### src/rtl/dot_matrix_scan.sv
// Row-multiplexed scan of two (column, row) points onto an 8x8 LED matrix,
// with a per-frame input snapshot and a slow step_tick for the upstream sequencer.
module dot_matrix_scan #(
   parameter int ROW_HOLD        = 4,
   parameter int FRAMES_PER_STEP = 2
) (
   input  logic       ck,
   input  logic       reset,
   input  logic [2:0] data1,
   input  logic [2:0] data2,
   input  logic [2:0] data3,
   input  logic [2:0] data4,
   output logic [7:0] row_sel,
   output logic [7:0] col_n,
   output logic       frame_done,
   output logic       step_tick
);

   localparam logic [7:0] P_LAST = 8'(ROW_HOLD - 1);
   localparam logic [7:0] F_LAST = 8'(FRAMES_PER_STEP - 1);

   logic [7:0] p;
   logic [2:0] r;
   logic [7:0] f;
   logic [2:0] snap1, snap2, snap3, snap4;
   logic [7:0] pattern;
   logic       p_wrap;
   logic       frame_start;
   logic       frame_end;

   assign p_wrap      = (p == P_LAST);
   assign frame_start = (p == 8'd0) && (r == 3'd0);
   assign frame_end   = p_wrap && (r == 3'd7);

   // Coincident points simply set the same bit twice.
   always_comb begin
      pattern = 8'h00;
      if (snap2 == r) pattern[snap1] = 1'b1;
      if (snap4 == r) pattern[snap3] = 1'b1;
   end

   always_ff @(posedge ck) begin
      if (reset) begin
         p          <= 8'd0;
         r          <= 3'd0;
         f          <= 8'd0;
         snap1      <= 3'd0;
         snap2      <= 3'd0;
         snap3      <= 3'd0;
         snap4      <= 3'd0;
         row_sel    <= 8'h00;
         col_n      <= 8'hFF;
         frame_done <= 1'b0;
         step_tick  <= 1'b0;
      end else begin
         p <= p_wrap ? 8'd0 : p + 8'd1;
         if (p_wrap) r <= r + 3'd1;

         if (frame_start) begin
            snap1 <= data1;
            snap2 <= data2;
            snap3 <= data3;
            snap4 <= data4;
         end

         // First cycle of each row is blanked so the previous row's columns never ghost.
         if (p == 8'd0) begin
            row_sel <= 8'h01 << r;
            col_n   <= 8'hFF;
         end else begin
            col_n <= ~pattern;
         end

         frame_done <= frame_end;
         step_tick  <= 1'b0;
         if (frame_end) begin
            if (f == F_LAST) begin
               f         <= 8'd0;
               step_tick <= 1'b1;
            end else begin
               f <= f + 8'd1;
            end
         end
      end
   end

endmodule

### config.mk
export PLATFORM = sky130hd
export DESIGN_NAME = dot_matrix_scan
export DESIGN_NICKNAME = d
export VERILOG_FILES = /design/src/rtl/dot_matrix_scan.sv
export SDC_FILE = /design/constraint.sdc
export NUM_CORES = 1
export LEC_CHECK = 0
export ABC_CLOCK_PERIOD_IN_PS = 2100
export CORE_ASPECT_RATIO = 2
export CORE_MARGIN = 8
export CORE_UTILIZATION = 39
export DETAILED_ROUTE_END_ITERATION = 10
export HOLD_SLACK_MARGIN = 0.03
export MAX_ROUTING_LAYER = met4
export SLEW_MARGIN = 0
export SYNTH_ARGS = -nofsm -noshare
export SYNTH_HDL_FRONTEND = slang
export SYNTH_SLANG_ARGS = --single-unit
### constraint.sdc
create_clock -name ck -period 2.1 [get_ports ck]
set_clock_uncertainty 0.05 [all_clocks]
set_input_delay 0.42 -clock ck [delete_from_list [all_inputs] [get_ports ck]]
set_output_delay 0.42 -clock ck [all_outputs]
set_load 0.01 [all_outputs]
==> results of run 1 <==
[synthesized netlist by cell type, types with 3 or more instances]
library cell / number / share of area
nor4_1: 3 / 0.0090
nand2b_1: 4 / 0.012
a21oi_1: 10 / 0.024
dfxtp_1: 49 / 0.47
nand4_1: 5 / 0.015
inv_1: 9 / 0.016
o22ai_1: 5 / 0.015
and3_1: 4 / 0.012
ha_1: 10 / 0.060
nand3_1: 14 / 0.034
xor2_1: 6 / 0.025
mux2i_1: 13 / 0.062
nor3_1: 7 / 0.017
nand2_1: 20 / 0.036
clkbuf_1: 7 / 0.013
nor2_1: 33 / 0.059
xnor2_1: 13 / 0.055
[power by group]
part / switching, mW / total, mW / internal, mW
Combinational: 0.204 / 0.387 / 0.183
Clock: 0.312 / 0.543 / 0.230
Sequential: 0.0439 / 1.03 / 0.983
[placed cells by master, fill, tap and decap left out, drive strengths merged]
cell type	n
xnor2	13
o22ai	5
clkinvlp	1
nor4	3
and3	4
nand2b	4
nand4	5
clkbuf	5
o21ai	1
xor2	6
or4	2
mux2i	13
buf	11
clkdlybuf4s50	31
o21bai	1
nand4bb	1
nor2b	1
nand3	14
dfxtp	49
a311oi	1
nand4b	2
o31ai	1
nor2	33
nor3	7
a21oi	10
o32ai	2
clkinv	2
a211oi	1
nand2	20
inv	9
ha	10
or2	3
[cells by family after synthesis]
| kind of cell | after synthesis | synth area share |
|---|---|---|
| xor+xnor | 19 | 0.07983 |
| buf+inv | 19 | 0.03541 |
| flops | 49 | 0.4706 |
| mux | 13 | 0.06242 |
| fa+ha+maj | 10 | 0.06002 |
| compound gates | 22 | 0.06483 |
| simple gates | 99 | 0.2269 |
[worst paths after layout]
| check | end | from | cells after the start |
|---|---|---|---|
| max reg2reg | f[7] | p[2] | 4 |
| max | f[7] | p[2] | 4 |
| min | row_sel[7] | row_sel[7] | 2 |
| min reg2reg | row_sel[7] | row_sel[7] | 2 |
[routing by layer]
layer / global-route usage / vias up / wire (um)
met5: - / - / 0
met4: 0.06588 / 0 / 91
met3: 0.02535 / 12 / 141
met2: 0.2314 / 39 / 2781
met1: 0.1103 / 780 / 1702
li1: - / 862 / -
[final cells by class]
class                   instances  share of cell area
inverters                       9             0.01296
clock buffers                   5             0.02640
clock inverters                 3            0.006721
flip-flops and latches         49              0.3793
well taps                      58             0.02784
multi-input cells             163              0.3961
repair buffers                 42              0.1507
[per-stage QoR]
step | worst slack [ns] | cells
after floorplan | 0.04162 | 231
after global placement | 0.1257 | 321
after detailed placement | 0.09530 | 321
after CTS | 0.07495 | 329
after global routing | 0.01696 | 329
final | 0.1197 | 329
[registers in the layout, indices dropped and copies added, names as in the netlist, 3 cells and up]
name     flops
p            8
f            8
snap4        3
snap2        3
snap3        3
r            3
col_n        8
row_sel      8
snap1        3
[worst reg2reg max path, delay by kind of cell, from the launching register on]
family | cells | cell delay [ns]
flops | 1 | 0.37
simple gates | 3 | 1.36
compound gates | 1 | 0.14
==> flow_metrics.env, run 1 <==
export IMPL_ios=32
export IMPL_routabilityCongestion=0.9465
export IMPL_fin_area_sq_um=2606
export IMPL_placed_area_sq_um=2512
export IMPL_seq_area_sq_um=988.4
export IMPL_ys_seq_elements=49
export IMPL_cts_resized=0
export IMPL_row_count=37
export IMPL_ff2ff_setup_slack_ns=0.12
export IMPL_status="complete, no violations"
export IMPL_area_growth_syn_to_layout_pct=25.03
export IMPL_synth_async_reset_ratio=0
export IMPL_cts_made_buffers=5
export IMPL_hp_class="flop to flop"
export IMPL_ys_seq_area_frac=0.4706
export IMPL_core_sq_um=5139
export IMPL_cp_required_ns=2.28
export IMPL_first_pass_iters=4
export IMPL_worst_path_most_repeated_cell="or4_1"
export IMPL_cts_tree="built"
export IMPL_cpMaxStageDelayCell="or4_1"
export IMPL_grt_pass1_vias=1707
export IMPL_chipWidth_um=67.70
export IMPL_finalHoldViolations=0
export IMPL_synth_edff_count=0
export IMPL_power_density_nw_per_um2=750.6
export IMPL_vias=1693
export IMPL_synth_nets=255
export IMPL_crit_path_cell_trace="or4_1, or2_4, or4_1, a21oi_1"
export IMPL_arrival_ns=2.16
export IMPL_slew_viol_final=0
export IMPL_cap_violations=0
export IMPL_ctsHoldBuffers=0
export IMPL_antenna_cells=0
export IMPL_dieArea_sq_um=8082
export IMPL_port_buffers=31
export IMPL_vias_per_cell=5.146
export IMPL_totalWireLength_um=4717
export IMPL_antenna_found_initial=0
export IMPL_synth_distinct_cells=32
export IMPL_multi_input_area_sq_um=1032
export IMPL_nets=294
export IMPL_ys_warnings_count=0
export IMPL_slew_headroom=0.7215
export IMPL_grt_overflow_total=0
export IMPL_cpPeakStageDelay_ns=0.56
export IMPL_fin_util=0.5072
export IMPL_clkLatencyLatePin_ns=0.30
export IMPL_syn_area_sq_um=2084
export IMPL_crit_family="simple AND/OR/NAND/NOR gates"
export IMPL_leakage_nw=0.9804
export IMPL_post_cts_buffers=0
export IMPL_start_kind="flop"
export IMPL_rsz0062_at_grt="false"
export IMPL_critical_path_class="flop to flop"
export IMPL_fin_crit_sh=0.9430
export IMPL_tns_ns=0
export IMPL_cp_buffers_inverters=0
export IMPL_hold_ws_ns=0.4112
export IMPL_clock_path_buffers=2
export IMPL_numClockSinks=49
export IMPL_track_usage=0.1252
export IMPL_wl_per_cell_um=14.34
export IMPL_fillers=476
export IMPL_syn_inst=231
export IMPL_drc=0
export IMPL_grt_max_degree=16
export IMPL_hpwlAfterDp_um=3667
export IMPL_path_clk_slew_ns=0.09
export IMPL_layout_min_cycle_time_ns=1.980
export IMPL_layout_drive_gt1_share=0.08856
export IMPL_critPathCaptureType="flop"
export IMPL_ant_nets=0
export IMPL_tightest_slew_ns=0.4162
export IMPL_grt_first_pass_wirelength_um=7665
export IMPL_avgSynthCellArea_sq_um=9.024
export IMPL_path_max_fanout=6
export IMPL_synthFlopType="dfxtp_1"
export IMPL_initial_core_util=0.4056
export IMPL_drtIter0Drc=67
export IMPL_die_h_um=119.4
export IMPL_finalPower_mw=1.956
export IMPL_htreeDepth=2
export IMPL_root_buffer="clkbuf_8"
export IMPL_peakVddDrop_mv=0.4394
export IMPL_max_freq_mhz=505.0
export IMPL_report_final_setup_viol=0
(Power assumes the default switching activity.)
==> run 2, diff against run 1 <==
--- a/config.mk
+++ b/config.mk
@@ -8,10 +8,11 @@
 export ABC_CLOCK_PERIOD_IN_PS = 2100
 export CORE_ASPECT_RATIO = 2
 export CORE_MARGIN = 8
-export CORE_UTILIZATION = 39
+export CORE_UTILIZATION = 48
 export DETAILED_ROUTE_END_ITERATION = 10
 export HOLD_SLACK_MARGIN = 0.03
 export MAX_ROUTING_LAYER = met4
+export PLACE_DENSITY = 0.75
 export SLEW_MARGIN = 0
 export SYNTH_ARGS = -nofsm -noshare
 export SYNTH_HDL_FRONTEND = slang
==> run 2 against run 1 <==
Effect of this change: sequential power about the same; largest cell class unchanged; total power decreased by 1.2%; cell area decreased by 1.2%; wire length is 16% lower; combinational power fell by 5.4%; sequential cell count unchanged.
==> flow_metrics.env, run 2 (synthesized netlist as in run 1, its figures left out) <==
export IMPL_numClockSinks=49
export IMPL_power_frac_clock=0.278
export IMPL_clock_path_buffers=2
export IMPL_report_final_setup_viol=0
export IMPL_post_cts_buffers=0
export IMPL_path_max_fanout=6
export IMPL_final_common_cell="dfxtp_1"
export IMPL_arrival_ns=2.15
export IMPL_routabilityCongestion=0.8394
export IMPL_placed_area_sq_um=2485
export IMPL_cp_buffers_inverters=0
export IMPL_row_count=34
export IMPL_critPathCaptureType="flop"
export IMPL_cpMaxStageDelayCell="or4_1"
export IMPL_path_clk_slew_ns=0.08
export IMPL_grt_overflow_total=0
export IMPL_rsz0062_at_grt="false"
export IMPL_power_frac_seq=0.533
export IMPL_internal_power_mw=1.421
export IMPL_drtIter0Drc=56
export IMPL_layout_min_cycle_time_ns=1.968
export IMPL_first_pass_iters=4
export IMPL_peakVddDrop_mv=0.4625
export IMPL_area_growth_syn_to_layout_pct=23.47
export IMPL_root_buffer="clkbuf_8"
export IMPL_layout_drive_gt1_share=0.07116
export IMPL_critical_path_class="flop to flop"
export IMPL_cts_made_buffers=5
export IMPL_drc=0
export IMPL_switching_power_uw=512.3
export IMPL_grt_max_degree=16
export IMPL_htreeDepth=2
export IMPL_track_usage=0.1299
export IMPL_hp_class="flop to flop"
export IMPL_core_sq_um=4254
export IMPL_antenna_cells=0
export IMPL_cts_resized=0
export IMPL_fillers=381
export IMPL_seq_area_sq_um=983.4
export IMPL_max_freq_mhz=508.1
export IMPL_ios=32
export IMPL_ctsHoldBuffers=0
export IMPL_slew_headroom=0.6688
export IMPL_antenna_found_initial=0
export IMPL_status="complete, no violations"
export IMPL_leakage_nw=0.9657
export IMPL_cp_required_ns=2.28
export IMPL_multi_input_area_sq_um=1032
export IMPL_port_buffers=31
export IMPL_ff2ff_setup_slack_ns=0.13
export IMPL_tns_ns=0
export IMPL_finalHoldViolations=0
export IMPL_ant_nets=0
export IMPL_slew_viol_final=0
export IMPL_grt_pass1_vias=1682
export IMPL_vias=1687
export IMPL_layout_common_cells="47 x dfxtp_1, 33 x nor2_1, 31 x clkdlybuf4s50_1"
export IMPL_p_sw_frac=0.2650
export IMPL_power_density_nw_per_um2=751.2
export IMPL_dieArea_sq_um=6835
export IMPL_tightest_slew_ns=0.4923
export IMPL_die_h_um=109.2
export IMPL_chipWidth_um=62.60
export IMPL_crit_path_cell_trace="ha_1, ha_1, nand4bb_1, or2_4, or4_1, a21oi_1"
export IMPL_nets=291
export IMPL_cap_violations=0
export IMPL_initial_core_util=0.4900
export IMPL_hpwlAfterDp_um=2981
export IMPL_clkLatencyLatePin_ns=0.30
export IMPL_grt_first_pass_wirelength_um=7307
export IMPL_totalWireLength_um=3947
export IMPL_wl_per_cell_um=12.30
export IMPL_cpPeakStageDelay_ns=0.50
export IMPL_fin_area_sq_um=2574
export IMPL_crit_family="simple AND/OR/NAND/NOR gates"
export IMPL_fin_crit_sh=0.9372
export IMPL_start_kind="flop"
export IMPL_power_frac_comb=0.189
export IMPL_worst_path_most_repeated_cell="ha_1"
export IMPL_cts_tree="built"
export IMPL_vias_per_cell=5.255
## run 2: path summary, 6_finish.rpt
path,startpoint,to,cells after the start
max,r[1],f[7],6
min,row_sel[1],row_sel[1],2
max reg2reg,r[1],f[7],6
min reg2reg,row_sel[1],row_sel[1],2
## run 2: worst min-delay path: stages (launching register included)
cell,delay (ns)
dfxtp_1,0.31
nand2_1,0.05
a21oi_1,0.05
## run 2: per-layer routing
layer | wire length, um | global-route usage | vias up
met5 | 0 | - | -
met4 | 58 | 0.06076 | 0
met3 | 228 | 0.04115 | 7
met2 | 1856 | 0.2077 | 40
met1 | 1803 | 0.1444 | 785
li1 | - | - | 855
## run 2: cell type report
class | count | area share
well taps | 54 | 0.02625
clock buffers | 7 | 0.03354
repair buffers | 39 | 0.1439
inverters | 9 | 0.01313
multi-input cells | 163 | 0.4011
flip-flops and latches | 49 | 0.3821
## run 2: power groups by stage
| stage | combinational [mW] | sequential (mW) | clock [mW] |
|---|---|---|---|
| 2_1_floorplan | 0.246 | 1.05 | 0 |
| 6_report | 0.366 | 1.03 | 0.538 |
| 4_1_cts | 0.367 | 1.03 | 0.559 |
| 3_3_place_gp | 0.354 | 1.05 | 0 |
| 5_1_grt | 0.408 | 1.04 | 0.591 |
| 3_5_place_dp | 0.365 | 1.05 | 0 |
## run 2: metrics by stage
stage | utilization | hold WS, ns | setup slack (ns) | power [mW] | std cells
after CTS | 0.6044 | 0.4022 | 0.1006 | 1.956 | 321
final | 0.6050 | 0.4025 | 0.1320 | 1.933 | 321
after detailed placement | 0.5841 | 0.3917 | 0.1162 | 1.417 | 314
after global placement | 0.5841 | 0.3897 | 0.1593 | 1.403 | 314
after global routing | 0.6050 | 0.4290 | 0.01355 | 2.037 | 321
after floorplan | - | 0.3992 | 0.04162 | 1.296 | 231
